--- config.mk ---
export PLATFORM = sky130hd
export DESIGN_NAME = alu_divmod_decomp_flat
export DESIGN_NICKNAME = d
export VERILOG_FILES = /design/src/rtl/alu_divmod_decomp_pkg.sv /design/src/rtl/alu_divmod_decomp_if.sv /design/src/rtl/alu_divmod_decomp_step.sv /design/src/rtl/alu_divmod_decomp.sv /design/src/flat_wrapper.sv
export SDC_FILE = /design/constraint.sdc
export NUM_CORES = 1
export LEC_CHECK = 0
export CAP_MARGIN = 20
export CORE_MARGIN = 2
export CORE_UTILIZATION = 50
export DETAILED_ROUTE_END_ITERATION = 12
export PLACE_DENSITY = 0.76
export SLEW_MARGIN = 40
export SYNTH_ARGS = -nofsm -noshare
export SYNTH_HDL_FRONTEND = slang
export SYNTH_SLANG_ARGS = --single-unit
--- constraint.sdc ---
create_clock -name clk -period 3.2 [get_ports clk]
set_input_delay 0.64 -clock clk [delete_from_list [all_inputs] [get_ports clk]]
set_output_delay 0.64 -clock clk [all_outputs]
set_load 0.02 [all_outputs]
--- src/rtl/alu_divmod_decomp_pkg.sv ---
// Shared types and default widths for the ALU divide/modulo decomposition block.
package alu_pkg;

    typedef enum logic [1:0] {
        IDLE,
        CALC,
        SIGN,
        DONE
    } state_t;

    localparam int NW_DEF = 8;
    localparam int DW_DEF = 4;
    localparam int CNT_W  = $clog2(NW_DEF);

    // Iteration counter must still be one bit wide for degenerate widths.
    function automatic int cnt_width(input int n);
        return (n > 2) ? $clog2(n) : 1;
    endfunction

endpackage

--- src/rtl/alu_divmod_decomp_if.sv ---
// Request/response bundle for alu_divmod_decomp: valid/ready on both the operand and result sides.
interface alu_divmod_decomp_if
    import alu_pkg::*;
#(
    parameter int NW = NW_DEF,
    parameter int DW = DW_DEF
) ();

    logic          in_valid;
    logic          in_ready;
    logic [NW-1:0] num;
    logic [DW-1:0] div;
    logic          out_valid;
    logic          out_ready;
    logic [NW-1:0] quot;
    logic [DW:0]   rem;
    logic          dz;
    logic          fits;

    modport master (
        output in_valid, num, div, out_ready,
        input  in_ready, out_valid, quot, rem, dz, fits
    );

    modport slave (
        input  in_valid, num, div, out_ready,
        output in_ready, out_valid, quot, rem, dz, fits
    );

endinterface

--- src/rtl/alu_divmod_decomp_step.sv ---
// One restoring-division step: shift in a dividend bit, subtract the divisor when it fits.
module alu_divmod_step
    import alu_pkg::*;
#(
    parameter int DW = DW_DEF
) (
    input  logic [DW:0]   prem,
    input  logic          nbit,
    input  logic [DW-1:0] dvs,
    output logic [DW:0]   prem_nxt,
    output logic          qbit
);

    localparam int RW = DW + 1;

    logic [DW+1:0] sh;
    logic [DW+1:0] dvs_ext;

    assign sh       = {prem, nbit};
    assign dvs_ext  = {2'b00, dvs};
    assign qbit     = (sh >= dvs_ext);
    // The partial remainder stays below the divisor, so the top bit of the difference is always zero.
    assign prem_nxt = RW'(sh - (qbit ? dvs_ext : '0));

endmodule

--- src/rtl/alu_divmod_decomp.sv ---
// Signed-by-unsigned sequential divider recovering B (quot) and A (rem) from OUT = A + B*C.
// Optional ALU_DIVMOD_FIT_CHECK_EN: registers whether quot/rem both fit in DW-bit signed; otherwise fits=0.
module alu_divmod_decomp
    import alu_pkg::*;
#(
    parameter int NW = NW_DEF,
    parameter int DW = DW_DEF
) (
    input  logic                clk,
    input  logic                rst,
    alu_divmod_decomp_if.slave  bus
);

    localparam int CW = cnt_width(NW);

    state_t        state, state_nxt;
    logic [NW-1:0] mag;
    logic [DW-1:0] dvs;
    logic          neg;
    logic [DW:0]   prem;
    logic [CW-1:0] cnt;
    logic [NW-1:0] quot_r;
    logic [DW:0]   rem_r;
    logic          dz_r;

    logic [DW:0]   prem_nxt;
    logic          qbit;
    logic [NW-1:0] num_abs;
    logic [NW-1:0] quot_s;
    logic [DW:0]   rem_s;

    alu_divmod_step #(.DW(DW)) u_step (
        .prem     (prem),
        .nbit     (mag[NW-1]),
        .dvs      (dvs),
        .prem_nxt (prem_nxt),
        .qbit     (qbit)
    );

    // |-2^(NW-1)| wraps to the same bit pattern, which reads correctly as an unsigned magnitude.
    assign num_abs = bus.num[NW-1] ? -bus.num : bus.num;
    assign quot_s  = neg ? -mag  : mag;
    assign rem_s   = neg ? -prem : prem;

    always_ff @(posedge clk) begin
        if (rst) state <= IDLE;
        else     state <= state_nxt;
    end

    always_comb begin
        state_nxt     = state;
        bus.in_ready  = 1'b0;
        bus.out_valid = 1'b0;
        case (state)
            IDLE: begin
                bus.in_ready = 1'b1;
                if (bus.in_valid) state_nxt = (bus.div == '0) ? DONE : CALC;
            end
            CALC: if (cnt == '0) state_nxt = SIGN;
            SIGN: state_nxt = DONE;
            DONE: begin
                bus.out_valid = 1'b1;
                if (bus.out_ready) state_nxt = IDLE;
            end
            default: state_nxt = IDLE;
        endcase
    end

    // The dividend register doubles as the quotient: bits leave at the top, quotient bits enter at the bottom.
    always_ff @(posedge clk) begin
        if (rst) begin
            mag    <= '0;
            dvs    <= '0;
            neg    <= 1'b0;
            prem   <= '0;
            cnt    <= '0;
            quot_r <= '0;
            rem_r  <= '0;
            dz_r   <= 1'b0;
        end else begin
            case (state)
                IDLE: if (bus.in_valid) begin
                    mag    <= num_abs;
                    dvs    <= bus.div;
                    neg    <= bus.num[NW-1];
                    prem   <= '0;
                    cnt    <= CW'(NW - 1);
                    quot_r <= '0;
                    rem_r  <= '0;
                    dz_r   <= (bus.div == '0);
                end
                CALC: begin
                    prem <= prem_nxt;
                    mag  <= {mag[NW-2:0], qbit};
                    cnt  <= cnt - CW'(1);
                end
                SIGN: begin
                    quot_r <= quot_s;
                    rem_r  <= rem_s;
                end
                default: ;
            endcase
        end
    end

    assign bus.quot = quot_r;
    assign bus.rem  = rem_r;
    assign bus.dz   = dz_r;

`ifdef ALU_DIVMOD_FIT_CHECK_EN
    localparam int FMAX = (1 << (DW - 1)) - 1;
    localparam int FMIN = -(1 << (DW - 1));

    logic signed [NW-1:0] qs;
    logic signed [DW:0]   rs;
    logic                 fits_s;
    logic                 fits_r;

    assign qs     = quot_s;
    assign rs     = rem_s;
    assign fits_s = (int'(qs) >= FMIN) && (int'(qs) <= FMAX) &&
                    (int'(rs) >= FMIN) && (int'(rs) <= FMAX);

    always_ff @(posedge clk) begin
        if (rst)                               fits_r <= 1'b0;
        else if (state == IDLE && bus.in_valid) fits_r <= 1'b0;
        else if (state == SIGN)                 fits_r <= fits_s;
    end

    assign bus.fits = fits_r;
`else
    assign bus.fits = 1'b0;
`endif

endmodule

--- src/flat_wrapper.sv ---
// flat-port wrapper written by rule: the top's interface ports become plain ports
module alu_divmod_decomp_flat import alu_pkg::*;
#(
    parameter int NW = NW_DEF,
    parameter int DW = DW_DEF
)
  (clk, rst, bus_in_valid, bus_num, bus_div, bus_out_ready, bus_in_ready, bus_out_valid, bus_quot, bus_rem, bus_dz, bus_fits);
  alu_divmod_decomp_if #(.NW(NW), .DW(DW)) bus_i ();
  input  logic clk;
  input  logic rst;
  input wire logic [$bits(bus_i.in_valid)-1:0] bus_in_valid;
  input wire logic [$bits(bus_i.num)-1:0] bus_num;
  input wire logic [$bits(bus_i.div)-1:0] bus_div;
  input wire logic [$bits(bus_i.out_ready)-1:0] bus_out_ready;
  output wire logic [$bits(bus_i.in_ready)-1:0] bus_in_ready;
  output wire logic [$bits(bus_i.out_valid)-1:0] bus_out_valid;
  output wire logic [$bits(bus_i.quot)-1:0] bus_quot;
  output wire logic [$bits(bus_i.rem)-1:0] bus_rem;
  output wire logic [$bits(bus_i.dz)-1:0] bus_dz;
  output wire logic [$bits(bus_i.fits)-1:0] bus_fits;
  assign bus_i.in_valid = bus_in_valid;
  assign bus_i.num = bus_num;
  assign bus_i.div = bus_div;
  assign bus_i.out_ready = bus_out_ready;
  assign bus_in_ready = bus_i.in_ready;
  assign bus_out_valid = bus_i.out_valid;
  assign bus_quot = bus_i.quot;
  assign bus_rem = bus_i.rem;
  assign bus_dz = bus_i.dz;
  assign bus_fits = bus_i.fits;
  alu_divmod_decomp #(.NW(NW), .DW(DW)) u_core (.clk(clk), .rst(rst), .bus(bus_i));
endmodule
## Word level (Yosys, flattened, before mapping)

Cells that the tools add are included.
Widths: inputs -> output; s select.

- $add $sub $neg: 5
- Mux-type cells: 20
- Equal/unequal tests: 6
- $lt $le $gt $ge: 1
- Reductions and logical operators: 9

Operator list:

| operator | count |
|---|---|
| $mux 8 | 4 |
| $pmux 8 s2 | 2 |
| $pmux 5 s2 | 2 |
| $neg 8->8 | 2 |
| $mux 5 | 2 |
| $mux 2 | 4 |
| $pmux 2 s4 | 1 |
| $ge 6x4->1 | 1 |
| $pmux 3 s2 | 1 |
| $reduce_and 2->1 | 3 |
| $neg 5->5 | 1 |
| $sub 5x4->5 | 1 |
| $eq 2x2->1 const B | 2 |
| $logic_not 4->1 | 1 |
| $mux 4 | 1 |
| $ne 2x2->1 const B | 2 |
| $reduce_bool 2->1 | 2 |
| $logic_not 3->1 | 1 |
| $mux 3 | 1 |
| $reduce_and 3->1 | 1 |
| $sub 3x1->3 const B | 1 |
| $eq 2x1->1 const B | 1 |
| $logic_not 2->1 | 1 |
| $mux 1 | 2 |
| $ne 2x1->1 const B | 1 |

- Logic and storage cells: 50
- Output and inout bits: 17
- Flip-flop bits (word level): 37
- Input bits: 16

## Depth between registers and ports, before layout

Gate-level depths: netlist (run 1).

- Word-level depth: 4
- Gate-level depth with buffers: 12
- Gate-level depth less buffers: 12

## By module

From an unflattened synthesis (run 1), not the netlist that was laid out.

- Cells, all modules: 253
- Area, all modules: 2,185.8 um^2

Modules (own cells, without submodules):

| module | times used | cells an instance | area an instance (um^2) | sequential area each (um^2) |
|---|---|---|---|---|
| alu_divmod_decomp | 1 | 222 | 1,921.8 | 740.7 |
| alu_divmod_step | 1 | 31 | 264.0 | 0.0 |

## Worst setup path before layout (run 1)

OpenSTA, ideal clock, no wires.

- Path type: register to register
- Start: register u_core.prem[2]
- End: register u_core.prem[4]
- Data required time: 3,073 ps
- Buffers on the path: 0
- Period minus slack after synthesis: 2,495 ps
- Cell stages (with the launch flop): 11
- Setup time: 127 ps
- Data arrival time: 2,368 ps
- Setup slack: 705 ps
- Cell sequence: dfxtp_1 -> ha_1 -> a2111oi_0 -> o21ai_1 -> and2_1 -> ha_1 -> fa_1 -> nor2b_1 -> o21a_1 -> or4b_1 -> nand3_1

- Word-level cells in the longest chain between the ends: 4

Ends and longest elaborated chain:

| item | RTL line | source |
|---|---|---|
| from (decl) | alu_divmod_decomp.sv:20 | `logic [DW:0] prem;` |
| from (signal assigned) | alu_divmod_decomp.sv:93 | `prem <= prem_nxt;` |
| $ge 6x4->1 | alu_divmod_decomp_step.sv:21 | `assign qbit = (sh >= dvs_ext);` |
| $mux 4 | alu_divmod_decomp_step.sv:23 | `assign prem_nxt = RW'(sh - (qbit ? dvs_ext : '0));` |
| $sub 5x4->5 * | alu_divmod_decomp_step.sv:23 |  |
| $pmux 5 s2 * | alu_divmod_decomp.sv:81 | `case (state)` |

Mark *: on every way between the ends. The rest lies on a longest branch, timed or not.
A chain may end at the register's enable or synchronous reset.

## Worst setup path in the final report (run 1)

Ends and elaborated chain as after synthesis.

==> impl_metrics.py, run 1 <==
metrics = {
    "drt": {
        "ant_nets": 0,
        "detail_route.iter0.violations": 121,
        "dr.pass1.iters": 4,
        "viasPerCell": 5.582,
        "wl_um": 4768,
        "post-route-drc-count": 0,
        "wl_per_cell_um": 14.23,
        "vias": 1870,
    },
    "clocking": {
        "clockBufferDepth": 2,
        "cts.sinks": 37,
        "clock-root-buffer": "clkbuf_8",
        "htree_num_levels": 2,
        "cts-buffers-inserted": 5,
        "hold_buffers": 0,
        "cts_setup_buffers": 0,
        "clk_pin_slew_worst_paths_ps": 70,
        "insertion_delay_ps": 300,
        "cts_resized": 0,
        "cts_tree": "built",
    },
    "logic_synthesis": {
        "syn_area_um2": 2173,
        "yosys_most_used_dff": "dfxtp_1",
        "syn_area_per_cell_um2": 8.424,
        "synth.most_common_cell": "dfxtp_1",
        "synth-edff-count": 0,
        "netlist_instances": 258,
        "synth-seq-area-share": 0.3408,
        "synth_top_area_frac": 0.3408,
        "asyncSetResetFlopFracSynth": 0,
        "synthDistinctLibCells": 51,
        "yosysWarningCount": 0,
        "synth_top_area_cell": "dfxtp_1",
        "synthTopCellsByArea": "dfxtp_1 34%, ha_1 10%, nand2_1 5.2%, xnor2_1 4.4%, a21oi_1 3.5%",
        "synth_nets": 293,
        "ys_ff_latch": 37,
        "synth_common_cells": "37 x dfxtp_1, 30 x nand2_1, 18 x ha_1, 18 x inv_1, 18 x nor2_1",
    },
    "setup_path": {
        "cp-start-kind": "flop",
        "reg2reg_setup_slack_ps": 420,
        "worstPathArrival_ps": 2960,
        "cp_slowest_cell": "dfxtp_1",
        "slowest_delay_ps": 450,
        "crit_top_cell": "ha_1",
        "critPathMaxFanout": 6,
        "crit_chain": "ha_1 -> a2111oi_0 -> o21ai_1 -> and2_1 -> ha_1 -> fa_1 -> nor2b_1 -> o21a_1 -> or4b_1 -> nand3_1",
        "endpoint_kind": "flop",
        "worst-setup-path-type": "reg2reg",
        "worstPathRequired_ps": 3380,
        "ff2ff_path_depth": 10,
    },
    "power_and_ir_drop": {
        "p_clk_frac": 0.196,
        "finalPower_w": 0.001867,
        "ir_drop_mv": 0.5126,
        "intPower_w": 0.001095,
        "power_frac_seq": 0.352,
        "power.leakage_nw": 1.008,
        "power_density_nw_per_um2": 718.1,
        "p_sw_w": 0.0007719,
        "switching_share": 0.4134,
        "combPwrFrac": 0.452,
    },
    "die": {
        "start_util": 0.5318,
        "die_w_um": 69.93,
        "dieArea_um2": 4890,
        "num_io_pins": 33,
        "fp.dieH_um": 69.93,
        "rows": 23,
        "core_area_um2": 4086,
    },
    "finish": {
        "antennaDiodeCount": 0,
        "final_util": 0.6363,
        "drive_gt1_frac": 0.06316,
        "fin_area_um2": 2600,
        "fill_cells": 379,
        "syn2layout_area_growth_pct": 19.63,
        "fin_nets": 319,
    },
    "status": {
        "status": "finished clean",
    },
    "timing": {
        "skew_ps": 4.485,
        "rsz0062_at_grt": "false",
        "setup_viol": 0,
        "period_share": 0.8689,
        "setup_tns_ps": 0,
        "finalHoldViolCount": 0,
        "clock.fmax_mhz": 359.7,
        "maxSlewViolCount": 0,
        "finalWorstPathRequiredPeriod_ps": 2780,
        "maxSlewHeadroom": 0.5439,
        "worst_pin_slew_ps": 682.1,
    },
    "min_path": {
        "whs_path_depth": 1,
        "hold_path.class": "reg2reg",
    },
    "placed_design": {
        "place_area_um2": 2499,
        "port_buffers": 31,
        "gp_congestion": 0.8417,
        "post-dp-hpwl_um": 3522,
    },
    "grt": {
        "grt_pass1_wl_um": 8397,
        "grt_start_max_net_pins": 19,
        "grt_usage": 0.2111,
        "antenna_found_initial": 0,
        "grt_overflow": 0,
        "grt_pass1_vias": 1795,
    },
    "flow_run": {
        "drv_cap": 0,
    },
}
worst paths after layout:
kind	startpoint	endpoint
max	u_core.prem[2]$_SDFFE_PP0P_	u_core.prem[4]$_SDFFE_PP0P_
min	u_core.cnt[0]$_SDFFE_PP0P_	u_core.cnt[0]$_SDFFE_PP0P_
max reg2reg	u_core.prem[2]$_SDFFE_PP0P_	u_core.prem[4]$_SDFFE_PP0P_
min reg2reg	u_core.cnt[0]$_SDFFE_PP0P_	u_core.cnt[0]$_SDFFE_PP0P_
per-layer routing:
layer	global-route usage	part of all wire
met5	0	0
met2	0.3344	0.45
met1	0.2787	0.49
met4	0.06197	0.016
met3	0.06205	0.043
registers in the layout, summed over array words and instances, names as in the netlist:
register         cells
u_core.bus.dz        1
u_core.mag           8
u_core.prem          5
u_core.cnt           3
u_core.bus.quot      8
u_core.state         2
u_core.dvs           4
u_core.neg           1
u_core.bus.rem       5
cell type report:
type                       count  area (µm²)  share of cell area
timing repair buffer          33       325.3              0.1251
multi-input combinational    186        1291              0.4966
clock inverter                 1       5.005            0.001925
sequential                    37       740.7              0.2849
inverter                      21       78.83             0.03032
tap                           50       62.56             0.02406
clock buffer                   7       96.34             0.03705
critical path: cells and delay by family (launching register included):
family	cells	cell delay (ps)
fa+ha+maj	3	950
simple gates	4	530
compound gates	3	740
flops	1	450
power by group through the flow:
stage                     sequential (W)  combinational (W)  clock [W]
after global placement          0.000660           0.000827          0
final                           0.000657           0.000843   0.000367
after detailed placement        0.000666           0.000846          0
after floorplan                 0.000639           0.000655          0
after CTS                       0.000655           0.000851   0.000369
after global routing            0.000673           0.000956   0.000395
metrics by stage:
| stage | hold WS, ps | instances | setup slack [ps] |
|---|---|---|---|
| 3_5_place_dp | 460.9 | 327 | 384.5 |
| 5_1_grt | 481.1 | 335 | 195.3 |
| 4_1_cts | 476.0 | 335 | 380.0 |
| 2_1_floorplan | 436.7 | 258 | 705.0 |
| 6_report | 467.5 | 335 | 419.7 |
| 3_3_place_gp | 449.5 | 327 | 579.9 |
cells by family after synthesis:
kind of cell,count (synthesis),synth area share
buf+inv,35,0.06505
compound gates,67,0.2234
mux,3,0.01382
fa+ha+maj,19,0.1128
other cells,1,0.001725
flops,37,0.3408
simple gates,83,0.1900
xor+xnor,13,0.05239
placed cells by master (no fill, tap or decap), types with 2 or more instances in the layout:
cell type        count
nor4_1               4
o2111ai_1            2
a221oi_1             3
o21ai_0              5
and2_1               4
clkbuf_8             7
nor2_1              18
o211ai_1             2
a22o_1               8
or3_1                3
nand3_1              2
dfxtp_1             37
clkdlybuf4s50_1     31
xor2_1               2
mux2i_1              3
xnor2_1             11
a21oi_1             15
ha_1                18
o21a_1               2
o31ai_1              6
a211oi_1             2
nor3_1               2
inv_1               18
buf_4                2
nor3b_1              2
a2bb2oi_1            2
o21ai_1              2
nand4_1              2
inv_2                3
a22oi_1              8
or4b_1               3
nand2b_1             6
nand2_1             30
a21boi_1             2
No activity file was read; power rests on OpenSTA's default activity.
==> run 2, diff against run 1 <==
- CORE_UTILIZATION: 50 -> 54
- PLACE_DENSITY: 0.76 -> 0.81
==> run 2 against run 1 <==
  * Non-clock buffer count stayed put
  * Combinational power is 0.5% lower
  * First-iteration DRC count is 44% lower
  * Critical path type unchanged
  * Clock skew is 1.4 ps higher
  * Highest routed layer unchanged
  * Final area is 0.19% lower
  * Largest power group unchanged
  * Power is 1.4% lower
  * Critical endpoint unchanged
  * Hold slack better by 2.9 ps
  * Largest cell class unchanged
  * Die area is 7.0% lower
  * Clock power is 5.4% lower
  * Clock-buffer cell count is 1 lower
  * Register-to-register slack better by 30 ps
==> impl_metrics.py, run 2 (synthesized netlist as in run 1, its figures left out) <==
metrics = {
    "finish": {
        "fill_cells": 334,
        "antennaDiodeCount": 0,
        "drive_gt1_frac": 0.06316,
        "final_common_cell": "dfxtp_1",
        "final_util": 0.6582,
        "syn2layout_area_growth_pct": 19.40,
        "fin_nets": 319,
        "fin_area_um2": 2595,
        "final_cell_mix": "37 x dfxtp_1, 31 x clkdlybuf4s50_1, 30 x nand2_1",
    },
    "clocking": {
        "hold_buffers": 0,
        "clockBufferDepth": 2,
        "insertion_delay_ps": 300,
        "cts_tree": "built",
        "cts_setup_buffers": 0,
        "cts-buffers-inserted": 5,
        "clock-root-buffer": "clkbuf_8",
        "cts.sinks": 37,
        "clk_pin_slew_worst_paths_ps": 80,
        "cts_resized": 0,
        "htree_num_levels": 2,
    },
    "grt": {
        "grt_pass1_vias": 1711,
        "grt_overflow": 0,
        "grt_start_max_net_pins": 19,
        "grt_usage": 0.2176,
        "antenna_found_initial": 0,
        "grt_pass1_wl_um": 7452,
    },
    "setup_path": {
        "crit_top_cell": "ha_1",
        "ff2ff_path_depth": 10,
        "crit_chain": "ha_1 -> a2111oi_0 -> o21ai_1 -> and2_1 -> ha_1 -> fa_1 -> nor2b_1 -> o21a_1 -> or4b_1 -> nand3_1",
        "reg2reg_setup_slack_ps": 450,
        "cp-start-kind": "flop",
        "crit_buf_inv": 0,
        "cp.depth": 10,
        "timing.rr.start": "u_core.prem[2]$_SDFFE_PP0P_",
        "critPathMaxFanout": 6,
        "worstPathRequired_ps": 3380,
        "slowest_delay_ps": 450,
        "endpoint_kind": "flop",
        "worstPathArrival_ps": 2930,
        "crit_family": "adder cells",
        "worst-setup-path-type": "reg2reg",
        "cp_slowest_cell": "dfxtp_1",
        "r2r-end": "u_core.prem[4]$_SDFFE_PP0P_",
    },
    "die": {
        "fp.dieH_um": 67.44,
        "dieArea_um2": 4548,
        "start_util": 0.5513,
        "rows": 23,
        "num_io_pins": 33,
        "die_w_um": 67.44,
        "core_area_um2": 3943,
    },
    "drt": {
        "ant_nets": 0,
        "detail_route.iter0.violations": 68,
        "dr.pass1.iters": 4,
        "viasPerCell": 5.552,
        "post-route-drc-count": 0,
        "vias": 1860,
        "wl_per_cell_um": 13.67,
        "wl_um": 4579,
    },
    "status": {
        "status": "finished clean",
    },
    "placed_design": {
        "port_buffers": 31,
        "post-dp-hpwl_um": 3456,
        "gp_congestion": 0.8236,
        "place_area_um2": 2499,
        "place_ws_ps": 498.6,
    },
    "timing": {
        "clock.fmax_mhz": 364.2,
        "worst_pin_slew_ps": 597.6,
        "skew_ps": 5.932,
        "rsz0062_at_grt": "false",
        "finalWorstPathRequiredPeriod_ps": 2745,
        "setup_slack_ps": 454.5,
        "setup_viol": 0,
        "period_share": 0.8580,
        "maxSlewViolCount": 0,
        "setup_tns_ps": 0,
        "maxSlewHeadroom": 0.6016,
        "finalHoldViolCount": 0,
    },
    "flow_run": {
        "drv_cap": 0,
    },
    "min_path": {
        "worstHoldStart": "u_core.bus.dz$_SDFFE_PP0P_",
        "hold_path.class": "reg2reg",
        "whs_path_depth": 2,
        "hold_end": "u_core.bus.dz$_SDFFE_PP0P_",
    },
    "power_and_ir_drop": {
        "finalPower_w": 0.001841,
        "power.leakage_nw": 1.005,
        "power_density_nw_per_um2": 709.4,
        "ir_drop_mv": 0.5715,
    },
}
[run 2: changes by cell type in the layout (fill, tap and decap cells not counted), sizes merged]
cell,change
clkinv,+1
clkbuf,-1
[run 2: how the worst max path moves through the flow]
stage | end | start
global route | u_core.prem[4]$_SDFFE_PP0P_ | u_core.prem[2]$_SDFFE_PP0P_
global placement | u_core.prem[4]$_SDFFE_PP0P_ | u_core.prem[2]$_SDFFE_PP0P_
detailed placement | u_core.prem[4]$_SDFFE_PP0P_ | u_core.prem[2]$_SDFFE_PP0P_
CTS | u_core.prem[4]$_SDFFE_PP0P_ | u_core.prem[2]$_SDFFE_PP0P_
floorplan | u_core.prem[4]$_SDFFE_PP0P_ | u_core.prem[2]$_SDFFE_PP0P_
finish | u_core.prem[4]$_SDFFE_PP0P_ | u_core.prem[2]$_SDFFE_PP0P_
[run 2: final cells by class]
cell class | instances | area (µm²) | share of cell area
Timing Repair Buffer | 33 | 325.3 | 0.1254
Multi-Input combinational cell | 186 | 1291 | 0.4976
Sequential cell | 37 | 740.7 | 0.2854
Clock buffer | 6 | 82.58 | 0.03182
Inverter | 21 | 78.83 | 0.03038
Tap cell | 50 | 62.56 | 0.02411
Clock inverter | 2 | 13.76 | 0.005304
[run 2: through the flow]
stage	std cells	hold WS, ps
2_1_floorplan	258	436.7
3_3_place_gp	327	448.2
3_5_place_dp	327	452.4
4_1_cts	335	469.2
5_1_grt	335	487.1
6_report	335	470.5
[run 2: routing by layer]
layer	part of all wire	wire, µm	up-vias	GRT usage
met3	0.035	162	8	0.04167
met5	0	0	-	0
li1	-	-	962	-
met1	0.48	2219	854	0.2813
met4	0.018	82	0	0.09949
met2	0.46	2114	36	0.3502
[run 2: worst reg2reg max path, stage by stage, from the launching register on]
cell       delay, ps
dfxtp_1          450
ha_1             290
a2111oi_0        350
o21ai_1          220
and2_1           220
ha_1             220
fa_1             440
nor2b_1          120
o21a_1           130
or4b_1           110
nand3_1           60
[run 2: power breakdown]
part | total [W] | switching (W) | internal [W]
registers | 0.000655 | 0.000106 | 0.000549
logic | 0.000839 | 0.000490 | 0.000349
clock network | 0.000347 | 0.000172 | 0.000174
==> run 3, diff against run 2 <==
- CORE_UTILIZATION: 54 -> 49
- PLACE_DENSITY: 0.81 -> 0.77
- clock period: 3.2 -> 2.5 ns (I/O delays scaled with it)
==> run 3 against run 2 <==
  * Clock power increased by 18%
  * Global-route usage down 1.4 points
  * Sequential share of layout area is 1.3 points lower
  * Hold slack got worse by 5.0 ps
  * Non-clock buffer count rose by 10
  * Combinational power is 47% higher
  * Sequential power rose by 27%
  * Sequential cell count stayed put
  * Maximum frequency increased by 13%
  * Clock-buffer cell count stayed put
  * First-iteration DRC count grew 29%
==> impl_metrics.py, run 3 (synthesized netlist as in run 1, its figures left out) <==
metrics = {
    "status": {
        "status": "finished clean",
    },
    "min_path": {
        "worstHoldStart": "u_core.bus.dz$_SDFFE_PP0P_",
        "hold_path.class": "reg2reg",
        "hold_end": "u_core.bus.dz$_SDFFE_PP0P_",
        "whs_path_depth": 2,
    },
    "die": {
        "rows": 24,
        "start_util": 0.5026,
        "core_area_um2": 4324,
        "fp.dieH_um": 70.60,
        "die_w_um": 70.60,
        "dieArea_um2": 4984,
        "num_io_pins": 33,
    },
    "placed_design": {
        "post-dp-hpwl_um": 3612,
        "port_buffers": 31,
        "place_area_um2": 2569,
        "gp_congestion": 0.8519,
    },
    "clocking": {
        "hold_buffers": 0,
        "insertion_delay_ps": 290,
        "cts_tree": "built",
        "cts.sinks": 37,
        "htree_num_levels": 2,
        "cts-buffers-inserted": 5,
        "clock-root-buffer": "clkbuf_8",
        "clockBufferDepth": 2,
        "clk_pin_slew_worst_paths_ps": 70,
    },
    "setup_path": {
        "worst-setup-path-type": "reg2reg",
        "endpoint_kind": "flop",
        "r2r-end": "u_core.prem[4]$_SDFFE_PP0P_",
        "reg2reg_setup_slack_ps": 70,
        "ff2ff_path_depth": 9,
        "timing.rr.start": "u_core.prem[2]$_SDFFE_PP0P_",
        "cp-start-kind": "flop",
        "worstPathRequired_ps": 2740,
        "worstPathArrival_ps": 2670,
        "critPathMaxFanout": 3,
    },
    "timing": {
        "clock.fmax_mhz": 411.1,
        "worst_pin_slew_ps": 599.5,
        "setup_viol": 0,
        "finalHoldViolCount": 0,
        "skew_ps": 4.110,
        "period_share": 0.9729,
        "setup_tns_ps": 0,
        "maxSlewViolCount": 0,
        "maxSlewHeadroom": 0.6003,
        "finalWorstPathRequiredPeriod_ps": 2432,
    },
    "power_and_ir_drop": {
        "power.leakage_nw": 1.070,
        "ir_drop_mv": 0.5923,
        "power_density_nw_per_um2": 906.4,
    },
    "finish": {
        "antennaDiodeCount": 0,
        "fin_nets": 329,
        "fill_cells": 390,
        "drive_gt1_frac": 0.1288,
        "final_cell_mix": "35 x dfxtp_1, 31 x clkdlybuf4s50_1, 30 x nand2_1, 18 x inv_1, 18 x nor2_1",
        "syn2layout_area_growth_pct": 25.50,
        "fin_area_um2": 2728,
        "final_common_cell": "dfxtp_1",
    },
    "drt": {
        "met2WireLength_um": 2356,
        "viasPerCell": 5.663,
        "ant_nets": 0,
        "routed.top_layer": "met4",
        "wl_per_cell_um": 14.29,
        "wl_um": 4957,
        "wl_met1_um": 2252,
        "dr.pass1.iters": 4,
        "detail_route.iter0.violations": 88,
        "wl_met3_um": 278,
        "post-route-drc-count": 0,
        "vias": 1965,
    },
    "grt": {
        "grt_usage": 0.2034,
        "grt_start_max_net_pins": 26,
        "grt_pass1_vias": 1804,
        "grt_pass1_wl_um": 8197,
        "grt_overflow": 0,
        "antenna_found_initial": 0,
    },
    "flow_run": {
        "drv_cap": 0,
    },
}
-- run 3: power breakdown --
part           internal, W  switching [W]  leakage [nW]
clock network     0.000193       0.000217        0.0450
registers         0.000704       0.000129         0.302
logic             0.000542       0.000687         0.723
total              0.00144        0.00103          1.07
-- run 3: worst max-delay path by stage --
stage | startpoint | endpoint | slack [ps] | depth (start not counted)
floorplan | u_core.prem[2]$_SDFFE_PP0P_ | u_core.prem[4]$_SDFFE_PP0P_ | 5 | 10
global placement | u_core.dvs[3]$_SDFFE_PP0P_ | u_core.prem[4]$_SDFFE_PP0P_ | 20 | 11
detailed placement | u_core.dvs[3]$_SDFFE_PP0P_ | u_core.prem[4]$_SDFFE_PP0P_ | -100 | 11
CTS | u_core.dvs[3]$_SDFFE_PP0P_ | u_core.prem[4]$_SDFFE_PP0P_ | 30 | 11
global route | u_core.dvs[3]$_SDFFE_PP0P_ | u_core.prem[4]$_SDFFE_PP0P_ | -20 | 10
finish | u_core.prem[2]$_SDFFE_PP0P_ | u_core.prem[4]$_SDFFE_PP0P_ | 70 | 9
-- run 3: worst max-delay path, cell delays in order, from the launching register on --
cell and delay [ps]:
dfxtp_1 380, ha_4 230, a2111oi_4 360, o21ai_2 120, nand2_1 120, ha_1 260
nor2b_1 150, o21a_1 190, or4b_1 460, nand3_1 100
-- run 3: stage by stage --
stage          setup WS (ps)    util  power, W  hold slack, ps  std cells
2_1_floorplan          5.007       -  0.001656           436.7        258
3_3_place_gp           18.06  0.5940  0.001956           448.3        338
3_5_place_dp          -102.7  0.5940  0.001988           450.5        338
4_1_cts                28.46  0.6152  0.002414           463.9        346
5_1_grt               -21.20  0.6308  0.002660           497.9        347
6_report               67.77  0.6308  0.002472           465.4        347
-- run 3: final cells by class --
cell class              instances  area, µm²  area share
clock buffers                   6      72.57     0.02661
clock inverters                 2      10.01    0.003670
inverters                      21      78.83     0.02890
multi-input cells             186       1358      0.4977
flip-flops and latches         37      743.2      0.2725
well taps                      52      65.06     0.02385
repair buffers                 43      400.4      0.1468
-- run 3: metal layers --
metal	GRT usage	vias up
met5	0	-
met4	0.06499	0
met3	0.04701	7
met2	0.3396	53
met1	0.2625	920
li1	-	985
-- run 3: timing repair --
item	in CTS	in global routing
gates resized for setup	3	11
pin swaps	0	8
setup endpoints to repair	2	3
setup buffers	0	1
